`config.mk`:
```
export PLATFORM = sky130hd
export DESIGN_NAME = fetch_pair
export DESIGN_NICKNAME = d
export VERILOG_FILES = /design/src/rtl/fetch_pair.sv
export SDC_FILE = /design/constraint.sdc
export NUM_CORES = 1
export LEC_CHECK = 0
export CORE_MARGIN = 3
export CORE_UTILIZATION = 30
export DETAILED_ROUTE_END_ITERATION = 8
export PLACE_DENSITY = 0.57
export SYNTH_ARGS = -nofsm -noshare
export SYNTH_HDL_FRONTEND = slang
export SYNTH_SLANG_ARGS = --single-unit
```
`constraint.sdc`:
```
create_clock -name clk -period 6.04 [get_ports clk]
set_input_delay 1.51 -clock clk [delete_from_list [all_inputs] [get_ports clk]]
set_output_delay 1.51 -clock clk [all_outputs]
set_load 0.01 [all_outputs]
```
`src/rtl/fetch_pair.sv`:
```
// Dual-issue fetch stage: PC -> synchronous imem read -> packed {instr2,pc2,instr1,pc1} pair.
// Optional perf counters are compiled in with `define FETCH_PERF_EN.
module fetch_pair #(
  parameter logic [31:0] RESET_PC  = 32'h0000_0000,
  parameter logic [31:0] NOP_INSTR = 32'h0000_0013
) (
  input  logic         clk,
  input  logic         rst_n,
  output logic         imem_req,
  output logic [31:0]  imem_addr,
  input  logic [63:0]  imem_rdata,
  output logic [127:0] fetch_data,
  output logic         fetch_valid,
  input  logic         fetch_ready,
  input  logic         jal,
  input  logic [31:0]  jal_addr,
  input  logic         br_redirect,
  input  logic [31:0]  br_addr
`ifdef FETCH_PERF_EN
  ,
  output logic [31:0]  perf_fetched,
  output logic [31:0]  perf_stall
`endif
);

  logic [31:0]  pc_p0;
  logic [31:0]  req_pc_p1;
  logic         vld_p1;
  logic         kill_p1;
  logic [127:0] data_p2;
  logic         vld_p2;
  logic [127:0] skid_data_p2;
  logic         skid_vld_p2;

  logic         stall;
  logic         redirect;
  logic [31:0]  target;
  logic         issue;
  logic         resp_ok;
  logic         out_free;
  logic [31:0]  pc_step;
  logic [127:0] resp_pair;

  function automatic logic [127:0] pack_pair(input logic [63:0] rdata, input logic [31:0] pc);
    logic [31:0] instr1;
    logic [31:0] instr2;
    instr1 = pc[2] ? rdata[63:32] : rdata[31:0];
    instr2 = pc[2] ? NOP_INSTR : rdata[63:32];
    return {instr2, pc + 32'd4, instr1, pc};
  endfunction

  assign stall     = vld_p2 && !fetch_ready;
  assign redirect  = br_redirect || jal;
  assign target    = br_redirect ? br_addr : jal_addr;
  assign out_free  = !vld_p2 || fetch_ready;
  // Holding off while the skid entry is occupied guarantees every response has a landing slot.
  assign issue     = rst_n && !stall && !skid_vld_p2;
  assign pc_step   = pc_p0[2] ? 32'd4 : 32'd8;
  assign resp_ok   = vld_p1 && !kill_p1 && !redirect;
  assign resp_pair = pack_pair(imem_rdata, req_pc_p1);

  // F1: request the aligned word holding pc_p0
  assign imem_req  = issue;
  assign imem_addr = rst_n ? {pc_p0[31:3], 3'b000} : 32'd0;

  always_ff @(posedge clk or negedge rst_n) begin
    if (!rst_n) begin
      pc_p0       <= RESET_PC;
      vld_p1      <= 1'b0;
      kill_p1     <= 1'b0;
      vld_p2      <= 1'b0;
      skid_vld_p2 <= 1'b0;
      data_p2     <= '0;
    end else begin
      vld_p1  <= issue;
      kill_p1 <= redirect;
      if (redirect) begin
        pc_p0 <= target;
      end else if (issue) begin
        pc_p0 <= pc_p0 + pc_step;
      end
      // OUT: the skid entry always drains ahead of a fresh response
      if (redirect) begin
        vld_p2      <= 1'b0;
        skid_vld_p2 <= 1'b0;
      end else if (out_free) begin
        if (skid_vld_p2) begin
          data_p2     <= skid_data_p2;
          vld_p2      <= 1'b1;
          skid_vld_p2 <= resp_ok;
        end else begin
          vld_p2 <= resp_ok;
          if (resp_ok) begin
            data_p2 <= resp_pair;
          end
        end
      end else if (resp_ok) begin
        skid_vld_p2 <= 1'b1;
      end
    end
  end

  // F2: tag the returning word with the PC that requested it
  always_ff @(posedge clk) begin
    if (issue) begin
      req_pc_p1 <= pc_p0;
    end
    if (resp_ok) begin
      skid_data_p2 <= resp_pair;
    end
  end

  assign fetch_data  = data_p2;
  assign fetch_valid = vld_p2;

`ifdef FETCH_PERF_EN
  always_ff @(posedge clk or negedge rst_n) begin
    if (!rst_n) begin
      perf_fetched <= 32'd0;
      perf_stall   <= 32'd0;
    end else begin
      if (vld_p2 && fetch_ready) begin
        perf_fetched <= perf_fetched + (data_p2[2] ? 32'd1 : 32'd2);
      end
      if (stall) begin
        perf_stall <= perf_stall + 32'd1;
      end
    end
  end
`endif

endmodule

```
==> results by group <==
Cells and area
  – Fin area: 19,200 sq um
  – Area delta synth->final: 33.1%
  – Share of cells above drive strength 1: a little under a tenth
  – Antenna cells: 0
  – Most frequent cells in the layout: clkdlybuf4s50_1, dfrtp_1, edfxtp_1
  – Final net count: 1,631
  – Commonest non-fill, non-tap cell in the layout: clkdlybuf4s50_1
  – Final design utilization: 40.9%
  – Cell Count, Final, Fillers Out: 2,132

STA
  – Slew headroom: around a quarter
  – Max-slew violations: 0
  – Final period utilization: about three quarters
  – Setup TNS: 0 ps
  – Min Clock Period, post-route: 4510 ps
  – Clk_skew: 19.2 ps
  – Worst-Margin Slew: 1100 ps
  – Finish-stage setup viols: 0
  – Final Hold Fails: 0
  – RSZ-0062 raised after global routing: no
  – Maximum clock frequency: 0.222 GHz

Logic synthesis
  – Share of the synthesized area in the top cell type: around a third
  – Top_reg_cell synth: dfrtp_1
  – Fraction of registers with async set or reset after synthesis: 50.6%
  – Post-Synthesis Cells: 1,223
  – Number of flops mapped to enable cells by yosys: 158
  – Most area-consuming cells after synthesis: edfxtp_1, dfrtp_1, mux2i_1
  – Leading area contributor after synthesis: edfxtp_1
  – Synth Register Bits: 320
  – Netlist cell types: 74
  – YS warnings: 0
  – Post-synthesis sequential area ratio: 60.9%
  – Average cell area after synthesis: approximately 12 sq um
  – Synthesized area: around 14,000 sq um

Place
  – Cells after DPL: ~2,100
  – Port buffer count: roughly 290
  – Detailed placement HPWL: 28,400 microns
  – Final Wtd Congestion: 0.812
  – DP Area: 17,900 sq um

CTS
  – Num CTS Buffers: 40
  – Hold buffers post-CTS: 0
  – Setup Buffers After CTS: 0
  – H-tree depth reported by CTS: 2
  – Reg clk slew, reported paths: 50 ps
  – Skew-Pair Late Insertion Delay: between 500 and 600 ps
  – Root buf cell: clkbuf_16
  – CTS tree: yes
  – Cts repair resizes: 0
  – CTS max path bufs: 3
  – Clock sinks: 320

Routing
  – DR iter-0 viols: 590
  – Vias per cell: slightly below 5
  – # DRC: 0
  – WL/cell: 19.4 microns
  – Vias: 10,403
  – Total detailed-routing wirelength: between 40,000 and 50,000 microns
  – Drt pass-1 iters: 5
  – Final ANT Viol Nets: 0

Die
  – Core area: 47,100 sq um
  – Row count: 79
  – # IOs: between 200 and 300
  – Initial Util: 30.7%
  – DIE AREA: 50,800 sq um
  – Die Ht: ~230 microns
  – Die Width: 225 microns

Global route
  – Largest net degree at the start of global routing: 90
  – Total global-route track usage: between 15 and 20%
  – First-pass GRT wire length: 63,000 microns
  – GR peak layer: met2
  – Vias in the first global route: 10,337
  – Antenna violations before repair: 0
  – Met2 global-route usage: 24.9%
  – Met1 Track Usage GR: 21.7%
  – Total gr overflow: 0
  – Met3 Use GR: 4.35%

Power
  – Sw power: 0.00166 W
  – Final Power: 0.00627 W
  – Pleak: 7.06 nW
  – Flop pwr share: 43.9%
  – Internal: 0.00462 W
  – PwrDens: about 330 nW/um^2
  – Switching part of the total: 26.4%
  – Worst vdd ir: 0.198 mV
  – Comb power frac: 19.2%
  – Clock power share: a little under two fifths

Setup path
  – Worst setup EP type: primary output
  – Setup crit start kind: input port
  – Critical Path Fanout Max: 4
  – Crit path kind: in2out
  – Worst Path Arrival: ~3000 ps
  – WP data required: roughly 4500 ps

Outcome
  – Outcome: finished, final reports clean

Job
  – Max Cap Viol: 0

Worst hold path
  – Hold WC Path Type: reg2reg
## flip-flops by register name (all words and copies together), names as in the netlist
name and cells:
fetch_data 126, skid_data_p2 126, pc_p0 32, req_pc_p1 32, fetch_valid 1, kill_p1 1, skid_vld_p2 1, vld_p1 1
## stage by stage
| stage | setup WS [ps] | hold WS, ps |
|---|---|---|
| after floorplan | 582 | 424 |
| after global placement | 1570 | 439 |
| after detailed placement | 1550 | 441 |
| after CTS | 1540 | 458 |
| after global routing | 1440 | 464 |
| final | 1530 | 453 |
## power groups by stage
| stage | Clock (W) | Combinational, W | Sequential (W) |
|---|---|---|---|
| 6_report | 0.00231 | 0.00121 | 0.00275 |
| 5_1_grt | 0.00248 | 0.00132 | 0.00279 |
| 4_1_cts | 0.00239 | 0.00123 | 0.00276 |
| 3_5_place_dp | 0 | 0.00122 | 0.00280 |
| 3_3_place_gp | 0 | 0.00121 | 0.00279 |
| 2_1_floorplan | 0 | 0.000399 | 0.00285 |
## logic make-up (layout without fill, tap and decap cells)
group	after synthesis	count (layout)	share of synthesized area (%)
AND/OR/NAND/NOR	428	428	15.6
flip-flops	320	320	60.9
AO/OA/AOI/OAI	219	219	9.53
multiplexers	114	114	8.18
buffers and inverters	94	394	2.79
XOR/XNOR	44	44	2.67
adder cells (fa/ha/maj)	3	3	0.260
other	1	3	0.0260
## final cells by class
type | count | area, sq um
fill | 4551 | 27800
sequential | 320 | 8800
multi-input combinational | 811 | 5270
timing repair buffer | 308 | 3060
clock buffer | 56 | 1140
tap | 607 | 759
clock inverter | 16 | 143
inverter | 14 | 52.6
## final timing paths
kind,to,slack (ps),cells past startpoint,from
setup / recovery,imem_req,1530,5,fetch_ready
hold / removal,skid_data_p2[64]$_DFFE_PP_,450,0,req_pc_p1[0]$_DFFE_PP_
setup reg to reg,skid_data_p2[84]$_DFFE_PP_,2970,6,req_pc_p1[2]$_DFFE_PP_
hold reg to reg,skid_data_p2[64]$_DFFE_PP_,450,0,req_pc_p1[0]$_DFFE_PP_
max in group asynchronous,fetch_data[46]$_DFFE_PN0P_,3530,3,rst_n
min in group asynchronous,pc_p0[7]$_DFFE_PN0P_,860,1,rst_n
## metal layers
| layer | vias up | share of wire (%) |
|---|---|---|
| met5 | - | 0 |
| met4 | 0 | 2.3 |
| met3 | 65 | 7.8 |
| met2 | 365 | 45 |
| met1 | 5018 | 45 |
| li1 | 4955 | - |
## worst max-delay path: stages
cell	delay, ps
clkdlybuf4s50_1	480
nand2b_1	200
nand2_1	150
inv_1	110
clkdlybuf4s50_1	550
## synth_stat cells, drive strengths merged (31+ instances only)
library cell / number
a21oi: 84
and2: 31
clkbuf: 55
dfrtp: 162
edfxtp: 158
mux2: 32
mux2i: 82
nand2: 83
nor2: 111
nor2b: 78
o21ai: 32
o31ai: 40
Note: power is estimated with default switching activity, not from simulation.
